<file path="src/rtl/me_reg_pkg.sv">
// ---------------------------------------------------------------------------
// me_reg_pkg
// Shared constants for the Execute->Memory pipeline register.
//   OP_ALUR / FN_ADD      : opcode and function code of a register-register add
//   DEFAULT_DBITS         : default data/result path width
//   DEFAULT_REG_IDX_BITS  : default register-file index width
// ---------------------------------------------------------------------------
package me_reg_pkg;

  localparam logic [3:0] OP_ALUR = 4'b1100;
  localparam logic [3:0] FN_ADD  = 4'b0111;

  localparam int DEFAULT_DBITS        = 32;
  localparam int DEFAULT_REG_IDX_BITS = 4;

  // True when an op/func pair encodes a register-register add. The pipeline
  // register itself never decodes; this is for consumers of the package.
  function automatic logic is_alur_add(input logic [3:0] op, input logic [3:0] func);
    return (op == OP_ALUR) && (func == FN_ADD);
  endfunction

endpackage : me_reg_pkg

</file>
<file path="src/rtl/me_reg_pipe_field_reg.sv">
// ---------------------------------------------------------------------------
// pipe_field_reg
// Parameterized-width enabled register with asynchronous active-low clear.
//   clk   : rising-edge clock
//   rst_n : asynchronous active-low clear, forces q to 0 immediately
//   en    : 1 = load d at the edge, 0 = hold
//   d     : next value
//   q     : registered value, driven straight from the flop
// ---------------------------------------------------------------------------
module pipe_field_reg #(
  parameter int WIDTH = 1
) (
  input  logic             clk,
  input  logic             rst_n,
  input  logic             en,
  input  logic [WIDTH-1:0] d,
  output logic [WIDTH-1:0] q
);

  logic [WIDTH-1:0] data_d;
  logic [WIDTH-1:0] data_q;

  always_comb begin
    data_d = data_q;
    if (en) begin
      data_d = d;
    end
  end

  // Clear is asynchronous so a flushed stage becomes a bubble without
  // waiting for a clock edge.
  always_ff @(posedge clk or negedge rst_n) begin
    if (!rst_n) begin
      data_q <= '0;
    end else begin
      data_q <= data_d;
    end
  end

  assign q = data_q;

endmodule : pipe_field_reg

</file>
<file path="src/rtl/me_reg.sv">
// ---------------------------------------------------------------------------
// me_reg
// Pipeline register between the Execute and Memory stages. Captures the EX
// opcode, function code, ALU result, destination index and write flag on an
// enabled rising edge and presents them as ME_* outputs. Pure storage.
//   wrt_en    : 1 = capture all fields, 0 = hold all fields (stall)
//   reset     : asynchronous active-low clear of every field
//   clk       : rising-edge clock
//   op, func  : EX-stage opcode / function code (4 bits each)
//   result    : EX-stage ALU result (DBITS)
//   rd        : destination register index (REG_INDEX_BIT_WIDTH)
//   wrReg     : register-file write request
//   ME_*      : registered copies of the above, no combinational input path
// ---------------------------------------------------------------------------
module me_reg
  import me_reg_pkg::*;
#(
  parameter int DBITS               = DEFAULT_DBITS,
  parameter int REG_INDEX_BIT_WIDTH = DEFAULT_REG_IDX_BITS
) (
  input  logic                           wrt_en,
  input  logic                           reset,
  input  logic                           clk,
  input  logic [3:0]                     op,
  input  logic [3:0]                     func,
  input  logic [DBITS-1:0]               result,
  input  logic [REG_INDEX_BIT_WIDTH-1:0] rd,
  input  logic                           wrReg,
  output logic [3:0]                     ME_func,
  output logic [3:0]                     ME_op,
  output logic [DBITS-1:0]               ME_result,
  output logic [REG_INDEX_BIT_WIDTH-1:0] ME_rd,
  output logic                           ME_wrReg
);

  // One shared enable for every field keeps the stage coherent: a stall
  // never lets one field advance while another holds.

  pipe_field_reg #(.WIDTH(4)) u_op_reg (
    .clk   (clk),
    .rst_n (reset),
    .en    (wrt_en),
    .d     (op),
    .q     (ME_op)
  );

  pipe_field_reg #(.WIDTH(4)) u_func_reg (
    .clk   (clk),
    .rst_n (reset),
    .en    (wrt_en),
    .d     (func),
    .q     (ME_func)
  );

  pipe_field_reg #(.WIDTH(DBITS)) u_result_reg (
    .clk   (clk),
    .rst_n (reset),
    .en    (wrt_en),
    .d     (result),
    .q     (ME_result)
  );

  pipe_field_reg #(.WIDTH(REG_INDEX_BIT_WIDTH)) u_rd_reg (
    .clk   (clk),
    .rst_n (reset),
    .en    (wrt_en),
    .d     (rd),
    .q     (ME_rd)
  );

  // Clearing wrReg on reset is what turns the flushed stage into a bubble.
  pipe_field_reg #(.WIDTH(1)) u_wrreg_reg (
    .clk   (clk),
    .rst_n (reset),
    .en    (wrt_en),
    .d     (wrReg),
    .q     (ME_wrReg)
  );

endmodule : me_reg

</file>
<file path="config.mk">
export PLATFORM = sky130hd
export DESIGN_NAME = me_reg
export DESIGN_NICKNAME = d
export VERILOG_FILES = /design/src/rtl/me_reg_pkg.sv /design/src/rtl/me_reg_pipe_field_reg.sv /design/src/rtl/me_reg.sv
export SDC_FILE = /design/constraint.sdc
export NUM_CORES = 1
export LEC_CHECK = 0
export ABC_AREA = 0
export BUFFER_PORTS_ARGS = -buffer_cell sky130_fd_sc_hd__buf_2
export CAP_MARGIN = 10
export CORE_MARGIN = 4
export CORE_UTILIZATION = 25
export CTS_CLUSTER_SIZE = 28
export DETAILED_ROUTE_END_ITERATION = 8
export MAX_ROUTING_LAYER = met4
export PLACE_DENSITY = 0.47
export SLEW_MARGIN = 5
export SYNTH_ARGS = -nofsm -noshare
export SYNTH_HDL_FRONTEND = slang
export SYNTH_HIERARCHICAL = 1
export SYNTH_SLANG_ARGS = --single-unit
</file>
<file path="constraint.sdc">
create_clock -name clk -period 1.1 [get_ports clk]
set_clock_uncertainty 0.05 [all_clocks]
set_input_delay 0.055 -clock clk [delete_from_list [all_inputs] [get_ports clk]]
set_output_delay 0.055 -clock clk [all_outputs]
set_load 0.1 [all_outputs]
</file>
==> impl_metrics.json, run 1 <==
{
  "initial_core_util_pct": 26.22,
  "syn_avg_cell_area_um2": 19.37,
  "drt_wl_total_mm": 4.766,
  "cts_made_buffers": 5,
  "critPathLaunchType": "register",
  "leakagePower_nw": 1.671,
  "cts_setup_buffers": 0,
  "critPathMaxFanout": 2,
  "dieArea_mm2": 0.008711,
  "cap_violations": 0,
  "insertion_delay_ns": 0.30,
  "dp_cells": 282,
  "via_per_inst": 3.890,
  "worstSetupPathType": "register to output pin",
  "drtPass1Iterations": 2,
  "antenna_found_initial": 0,
  "synth_area_mm2": 0.001820,
  "drt_iter0_drc": 23,
  "synth_top_cell_by_area": "dfrtp_1",
  "cts.reportedPaths.clkPinSlew_ns": 0.09,
  "h-tree-depth": 2,
  "design.core.area_mm2": 0.006944,
  "root_buffer": "clkbuf_8",
  "power.density_mw_per_mm2": 1520,
  "finalWeightedCongestion": 0.6745,
  "area_delta_synth_final_pct": 102.6,
  "synth_top_area_share_pct": 61.86,
  "crit_slowest_cell": "dfrtp_2",
  "whs_ns": 0.1181,
  "outcome": "finished, final reports clean",
  "n_fill_cell": 579,
  "globalRoute.totalOverflow": 0,
  "vdd_drop_max_mv": 0.6284,
  "fin_setup_tns_ns": 0,
  "r2r_slack_ns": 0.23,
  "setup_viol_count_final": 0,
  "min-delay-path-class": "primary input to register",
  "rows": 30,
  "ys_types": 5,
  "fmax_mhz": 985.6,
  "timing.slew.headroom_pct": 83.79,
  "first_global_vias": 1468,
  "postRouteAntennaNets": 0,
  "fin_nets": 287,
  "ys_warn_count": 6,
  "fin_cells": 336,
  "grt_max_degree": 46,
  "hold_violations": 0,
  "placement.io_buffers": 92,
  "finalCriticalPeriod_ns": 1.015,
  "critical_path.top_delay_family": "flip-flops",
  "drive_gt1_share_pct": 80.83,
  "synth_nets": 142,
  "via_count": 1307,
  "die_h_um": 93.34,
  "grt_pass1_wl_mm": 7.424,
  "n_antenna_cell": 0,
  "synthTopCellsByArea": "dfrtp_1 (62%), mux2_4 (26%), mux2_2 (8.7%), buf_12 (3.3%), buf_6 (0.62%)",
  "end_kind": "output pin",
  "final.period_utilization_pct": 92.24,
  "worst_pin_slew_ns": 0.2431,
  "critPathBufInv": 1,
  "wire_per_inst_um": 14.18,
  "seq_area_frac_synth_pct": 61.86,
  "critical_path.max_stage_delay_ns": 0.44,
  "synthCells": 94,
  "cts_tree": "built",
  "final-max-slew-violation-count": 0,
  "ys_seq_elements": 45,
  "clock-sinks": 45,
  "rsz0062_at_grt": "no",
  "path_cells": "buf_12",
  "grt_usage_pct": 11.53,
  "ctsResizeCount": 0,
  "cp.arrival_ns": 0.91,
  "die_w_um": 93.34,
  "cp_data_required_time_ns": 1.00,
  "ios": 93,
  "clk_path_buf_depth": 2,
  "drc": 0,
  "dp_hpwl_mm": 3.244
}
flip-flops by register name, summed over array words and instances, names as in the netlist:
name and count:
u_rd_reg/q 4, u_result_reg/q 32, u_func_reg/q 4, u_op_reg/q 4, u_wrreg_reg/q 1
routing by layer:
layer / vias up / GRT usage, % / share of wire [%]
met3: 7 / 3.620 / 7.6
met1: 625 / 14.08 / 44
met2: 61 / 17.87 / 47
li1: 614 / - / -
met5: - / - / 0
met4: 0 / 4.396 / 1.6
where the power goes:
part	switching (mW)	internal, mW	total [mW]
clock network	0.586	0.440	1.03
registers	0.184	1.85	2.04
logic	1.50	1.05	2.54
layout by cell type (no fill, tap or decap):
master and count:
clkinv_2 2, mux2_2 14, clkbuf_8 5, clkinvlp_4 1
buf_2 47, mux2_4 31, dlygate4sd3_1 46, dfrtp_2 45
buf_12 49
synthesized netlist by cell type:
cell and instances:
buf_12 3, mux2_2 14, dfrtp_1 45, mux2_4 31
buf_6 1
cells by family (layout without fill, tap and decap cells):
| group | Yosys count | after routing | share of synthesized area [%] |
|---|---|---|---|
| buffers and inverters | 4 | 150 | 3.918 |
| DFF | 45 | 45 | 61.86 |
| muxes | 45 | 45 | 34.23 |
cell type report:
| type | instances | area, um2 | share of cell area (%) |
|---|---|---|---|
| clock inverters | 3 | 17.52 | 0.4749 |
| flip-flops and latches | 45 | 1182 | 32.06 |
| well taps | 96 | 120.1 | 3.256 |
| multi-input cells | 45 | 623.1 | 16.89 |
| repair buffers | 142 | 1677 | 45.45 |
| clock buffers | 5 | 68.82 | 1.866 |
worst paths after layout:
check                                   start                 end  cells after the start
setup / recovery           u_result_reg/q[20]       ME_result[20]                      1
hold / removal                         wrt_en     u_func_reg/q[1]                      2
setup reg to reg           u_result_reg/q[20]  u_result_reg/q[20]                      1
hold reg to reg                 u_op_reg/q[2]       u_op_reg/q[2]                      1
max in group asynchronous               reset       u_rd_reg/q[3]                      3
min in group asynchronous               reset  u_result_reg/q[23]                      3
metrics by stage:
stage / setup WS, ns / power [mW] / area, um2 / utilization (%)
2_1_floorplan: 0.008075 / 3.494 / 1877 / -
6_report: 0.08540 / 5.606 / 3689 / 53.12
4_1_cts: 0.07003 / 5.672 / 3689 / 53.12
5_1_grt: 0.04557 / 5.812 / 3689 / 53.12
3_3_place_gp: 0.1270 / 4.489 / 3142 / 45.24
3_5_place_dp: 0.09513 / 4.505 / 3142 / 45.24
what timing repair did:
item | in CTS | in global routing
hold buffers | 46 | 0
hold endpoints to repair | 90 | 0
setup endpoints to repair | 0 | 0
Note: power is estimated with default switching activity, not from simulation.
==> run 2, diff against run 1 <==
--- a/config.mk
+++ b/config.mk
@@ -6,7 +6,7 @@
 export NUM_CORES = 1
 export LEC_CHECK = 0
 export ABC_AREA = 0
-export BUFFER_PORTS_ARGS = -buffer_cell sky130_fd_sc_hd__buf_2
+export BUFFER_PORTS_ARGS = -buffer_cell sky130_fd_sc_hd__buf_4
 export CAP_MARGIN = 10
 export CORE_MARGIN = 4
 export CORE_UTILIZATION = 25
@@ -14,6 +14,7 @@
 export DETAILED_ROUTE_END_ITERATION = 8
 export MAX_ROUTING_LAYER = met4
 export PLACE_DENSITY = 0.47
+export SETUP_SLACK_MARGIN = 0.3
 export SLEW_MARGIN = 5
 export SYNTH_ARGS = -nofsm -noshare
 export SYNTH_HDL_FRONTEND = slang
==> constraint.sdc (replaced) <==
create_clock -name clk -period 1.1 [get_ports clk]
set_clock_uncertainty 0.05 [all_clocks]
set_input_delay 0.055 -clock clk [delete_from_list [all_inputs] [get_ports clk]]
set_output_delay 0.055 -clock clk [all_outputs]
set_load 0.02 [all_outputs]
==> run 2 against run 1 <==
The flow now finishes with violations (negative hold slack); clock power grew 22%; sequential power shrank 3%; die area is the same; wire length shrank 6.5%; fmax grew 3.9%; non-clock buffer count shrank 37; sequential share of layout area grew 6.3 points; clock-buffer cell count is the same; sequential cell count is the same; critical path type is now register to register; critical endpoint is now u_result_reg/q[28]; highest routed layer unchanged.
==> impl_metrics.json, run 2 (synthesis results as in run 1) <==
{
  "antenna_found_initial": 0,
  "crit_slowest_cell": "dfrtp_2",
  "ios": 93,
  "cts_tree": "built",
  "design.core.area_mm2": 0.006944,
  "timing.slew.headroom_pct": 62.07,
  "wire_per_inst_um": 14.91,
  "dp_hpwl_mm": 3.165,
  "cts.reportedPaths.clkPinSlew_ns": 0.09,
  "placement.io_buffers": 92,
  "worst_pin_slew_ns": 0.5689,
  "pre_cts_slack_ns": 0.1809,
  "leakagePower_nw": 1.457,
  "fmax_mhz": 1024,
  "clk_path_buf_depth": 2,
  "drc": 0,
  "layout_setup_ws_ns": 0.1231,
  "die_w_um": 93.34,
  "mostFrequentLayoutCell": "buf_6",
  "first_global_vias": 1371,
  "drt_iter0_drc": 26,
  "rows": 30,
  "via_per_inst": 4.033,
  "clock-sinks": 45,
  "die_h_um": 93.34,
  "finalCriticalPeriod_ns": 0.9769,
  "fin_nets": 250,
  "via_count": 1206,
  "initial_core_util_pct": 26.22,
  "finalWeightedCongestion": 0.7421,
  "cp_data_required_time_ns": 1.24,
  "whs_ns": -0.3017,
  "cp.arrival_ns": 1.12,
  "n_fill_cell": 631,
  "drtPass1Iterations": 4,
  "final.period_utilization_pct": 88.81,
  "min-delay-path-class": "primary input to asynchronous set/reset pin",
  "grt_max_degree": 46,
  "vdd_drop_max_mv": 0.4906,
  "critPathLaunchType": "register",
  "grt_pass1_wl_mm": 6.955,
  "drt_wl_total_mm": 4.458,
  "fin_setup_tns_ns": 0,
  "area_delta_synth_final_pct": 69.55,
  "largest_register_ff_count": 32,
  "hold_violations": 90,
  "globalRoute.totalOverflow": 0,
  "critPathMaxFanout": 2,
  "drive_gt1_share_pct": 100.0,
  "root_buffer": "clkbuf_8",
  "cts_made_buffers": 5,
  "end_kind": "register",
  "postRouteAntennaNets": 0,
  "dieArea_mm2": 0.008711,
  "rsz0062_at_grt": "yes",
  "insertion_delay_ns": 0.29,
  "critical_path.max_stage_delay_ns": 0.43,
  "violations": "negative hold slack",
  "final-max-slew-violation-count": 0,
  "cap_violations": 0,
  "mostFrequentLayoutCells": "buf_6 (55), buf_4 (48), dfrtp_2 (45), mux2_4 (38), mux2_2 (7)",
  "worstSetupPathType": "register to register",
  "power.density_mw_per_mm2": 1430,
  "path_cells": "buf_4 -> mux2_4",
  "h-tree-depth": 2,
  "outcome": "complete, but fails checks",
  "grt_usage_pct": 10.64,
  "setup_viol_count_final": 0,
  "n_antenna_cell": 0
}
-- run 2: changes by cell type in the layout (fill, tap and decap cells not counted), sizes merged --
cell	previous run	this run
dlygate4sd3	46	0
buf	96	105
bufinv	0	1
clkinv	2	1
-- run 2: critical path: cells and delay by family, from the launching register on --
kind,cells,cell delay [ns]
buffers and inverters,1,0.13
flip-flops,1,0.43
multiplexers,1,0.26
-- run 2: final cells by class --
| type | count | area, um2 | area share [%] |
|---|---|---|---|
| Clock buffer | 5 | 68.82 | 2.229 |
| Clock inverter | 3 | 46.29 | 1.500 |
| Multi-Input combinational cell | 45 | 649.4 | 21.04 |
| Tap cell | 96 | 120.1 | 3.891 |
| Sequential cell | 45 | 1182 | 38.31 |
| Timing Repair Buffer | 105 | 1020 | 33.04 |
-- run 2: through the flow --
step | instance area [um2] | power, mW | utilization, % | instances | hold WS (ns)
after global routing | 3087 | 4.627 | 44.45 | 299 | -0.2656
after CTS | 3072 | 4.490 | 44.23 | 299 | -0.2857
final | 3087 | 4.413 | 44.45 | 299 | -0.3017
after detailed placement | 2656 | 2.955 | 38.25 | 280 | 0.05820
after global placement | 2656 | 2.938 | 38.25 | 280 | 0.03734
after floorplan | 1877 | 2.472 | - | 94 | -0.2906
-- run 2: layer usage --
metal | track usage [%] | wire length (um) | vias to the layer above
met1 | 12.51 | 1745 | 601
met5 | - | 0 | -
met3 | 2.896 | 372 | 5
met2 | 17.39 | 2266 | 59
met4 | 4.029 | 74 | 0
li1 | - | - | 541
-- run 2: path summary, 6_finish.rpt --
kind | start | end | slack, ns | depth (start not counted)
max | u_result_reg/q[28] | u_result_reg/q[28] | 0.12 | 2
max reg2reg | u_result_reg/q[28] | u_result_reg/q[28] | 0.12 | 2
min in group clk | result[2] | u_result_reg/q[2] | -0.07 | 2
min | reset | u_result_reg/q[20] | -0.30 | 1
min reg2reg | u_result_reg/q[4] | u_result_reg/q[4] | 0.49 | 1
max in group asynchronous | reset | u_rd_reg/q[0] | 0.87 | 1
-- run 2: power breakdown --
part | internal, mW | switching [mW] | total [mW]
logic | 0.723 | 0.448 | 1.17
registers | 1.85 | 0.128 | 1.98
clock network | 0.680 | 0.584 | 1.26
total | 3.25 | 1.16 | 4.41
-- run 2: repair_timing --
item	4_1_cts	5_1_grt
setup endpoints to repair	90	90
gates resized for setup	58	4
endpoints found under the hold margin	90	90
setup buffers	11	0
==> run 3, diff against run 2 <==
--- a/config.mk
+++ b/config.mk
@@ -13,7 +13,6 @@
 export CTS_CLUSTER_SIZE = 28
 export DETAILED_ROUTE_END_ITERATION = 8
 export MAX_ROUTING_LAYER = met4
-export PLACE_DENSITY = 0.47
 export SETUP_SLACK_MARGIN = 0.3
 export SLEW_MARGIN = 5
 export SYNTH_ARGS = -nofsm -noshare
==> run 3 against run 2 <==
The run still ends with negative hold slack left; wire length decreased by 5.7%; first-iteration DRC count is the same; fmax is 1.5% higher; final cell count is 1.0% lower; worst hold slack improved by 0.23 ns; die area unchanged; sequential power barely moved; critical endpoint is now ME_result[14]; largest cell class unchanged.
==> impl_metrics.json, run 3 (synthesis results as in run 1) <==
{
  "outcome": "complete, but fails checks",
  "violations": "negative hold slack",
  "cp.arrival_ns": 0.86,
  "grt_usage_pct": 10.10,
  "critPathLaunchType": "register",
  "area_delta_synth_final_pct": 65.36,
  "cap_violations": 0,
  "fmax_mhz": 1039,
  "end_kind": "output pin",
  "grt_pass1_wl_mm": 6.575,
  "final-max-slew-violation-count": 0,
  "drt_wl_total_mm": 4.204,
  "wire_per_inst_um": 14.20,
  "worstSetupPathType": "register to output pin",
  "worst_pin_slew_ns": 0.2409,
  "final.period_utilization_pct": 87.47,
  "via_per_inst": 3.980,
  "globalRoute.totalOverflow": 0,
  "critPathBufInv": 1,
  "whs_ns": -0.06720,
  "startpoint": "u_result_reg/q[14]",
  "fin_nets": 247,
  "critical_path.max_stage_delay_ns": 0.43,
  "largest_register_ff_count": 32,
  "wl_met2_mm": 2.109,
  "cts_made_buffers": 5,
  "timing.slew.headroom_pct": 83.94,
  "whs_path_depth": 2,
  "first_global_vias": 1277,
  "rr_endpoint": "u_result_reg/q[3]",
  "die_w_um": 93.34,
  "clk_path_buf_depth": 2,
  "leakagePower_nw": 1.403,
  "multi_input_area_um2": 630.6,
  "antenna_found_initial": 0,
  "wl_met3_um": 242,
  "postRouteAntennaNets": 0,
  "critPathMaxFanout": 2,
  "n_fill_cell": 634,
  "hold_violations": 45,
  "ios": 93,
  "highest_layer": "met4",
  "dp_hpwl_mm": 3.008,
  "power.density_mw_per_mm2": 1360,
  "mostFrequentLayoutCell": "buf_6",
  "drtPass1Iterations": 4,
  "rsz0062_at_grt": "yes",
  "h-tree-depth": 2,
  "drt_iter0_drc": 26,
  "path_cells": "buf_6",
  "setup_viol_count_final": 0,
  "cp.depth": 1,
  "critical_path.top_delay_family": "flip-flops",
  "vdd_drop_max_mv": 0.4649,
  "power_mw": 4.093,
  "root_buffer": "clkbuf_8",
  "mostFrequentLayoutCells": "buf_6 (50), buf_4 (48), dfrtp_2 (45), mux2_4 (33), mux2_2 (12)",
  "finalCriticalPeriod_ns": 0.9622,
  "die_h_um": 93.34,
  "design.core.area_mm2": 0.006944,
  "drc": 0,
  "clock-sinks": 45,
  "r2r_slack_ns": 0.14,
  "fin_setup_tns_ns": 0,
  "grt_max_degree": 46,
  "insertion_delay_ns": 0.29,
  "dieArea_mm2": 0.008711,
  "met1_length_mm": 1.780,
  "min-delay-path-class": "primary input to register",
  "initial_core_util_pct": 26.22,
  "crit_path_end": "ME_result[14]",
  "drive_gt1_share_pct": 98.50,
  "cts_hold_buf": 1,
  "reg2reg_depth": 2,
  "finalWeightedCongestion": 0.7347,
  "crit_slowest_cell": "dfrtp_2",
  "rows": 30,
  "placement.io_buffers": 92,
  "cts.reportedPaths.clkPinSlew_ns": 0.09,
  "cts_tree": "built",
  "via_count": 1178,
  "n_antenna_cell": 0,
  "cp_data_required_time_ns": 1.00,
  "r2r_start": "u_result_reg/q[3]",
  "regArea_mm2": 0.001182
}
[run 3: cell types whose count changed in the layout (fill, tap and decap cells not counted)]
| cell | delta |
|---|---|
| bufinv_16 | -1 |
| clkinv_4 | -1 |
| dlygate4sd3_1 | +1 |
| mux2_4 | -5 |
| buf_6 | -5 |
| clkbuf_1 | +2 |
| mux2_2 | +5 |
| buf_12 | +1 |
[run 3: through the flow]
| step | utilization, % | instances | setup WS [ns] | area (um2) |
|---|---|---|---|---|
| floorplan | - | 94 | 0.2278 | 1877 |
| global placement | 38.54 | 281 | 0.1700 | 2676 |
| CTS | 43.19 | 296 | 0.1295 | 2999 |
| global route | 43.35 | 296 | 0.1046 | 3010 |
| finish | 43.35 | 296 | 0.1378 | 3010 |
| detailed placement | 38.54 | 281 | 0.1673 | 2676 |
[run 3: cell type report]
class | count | share of cell area (%)
Sequential cell | 45 | 39.28
Timing Repair Buffer | 102 | 33.00
Multi-Input combinational cell | 45 | 20.95
Tap cell | 96 | 3.990
Clock buffer | 7 | 2.535
Clock inverter | 1 | 0.2494
[run 3: timing repair]
item,in CTS,in global routing
hold endpoints to repair,90,45
gates resized for setup,49,3
endpoints found under the setup margin,90,90
buffers inserted,6,0
[run 3: worst register-to-register path, delay by kind of cell (launching register included)]
family,cells,cell delay [ns]
multiplexers,1,0.25
buffers and inverters,1,0.13
flip-flops,1,0.42
[run 3: worst min path at each step]
stage,start,endpoint,slack (ns)
2_1_floorplan,reset,u_func_reg/q[0],-0.29
3_3_place_gp,reset,u_result_reg/q[11],-0.007
3_5_place_dp,reset,u_result_reg/q[11],-0.008
4_1_cts,result[20],u_result_reg/q[20],-0.08
5_1_grt,result[20],u_result_reg/q[20],-0.09
6_report,result[20],u_result_reg/q[20],-0.07
[run 3: layer usage]
| layer | vias to the layer above | global-route usage (%) |
|---|---|---|
| met5 | - | - |
| met4 | 0 | 4.029 |
| met3 | 6 | 2.172 |
| met2 | 52 | 16.38 |
| met1 | 580 | 12.27 |
| li1 | 540 | - |
[run 3: report_power, final]
group	switching (mW)	total (mW)	internal, mW
Combinational	0.434	1.12	0.690
Clock	0.547	0.997	0.450
Sequential	0.124	1.97	1.85
Total	1.10	4.09	2.99
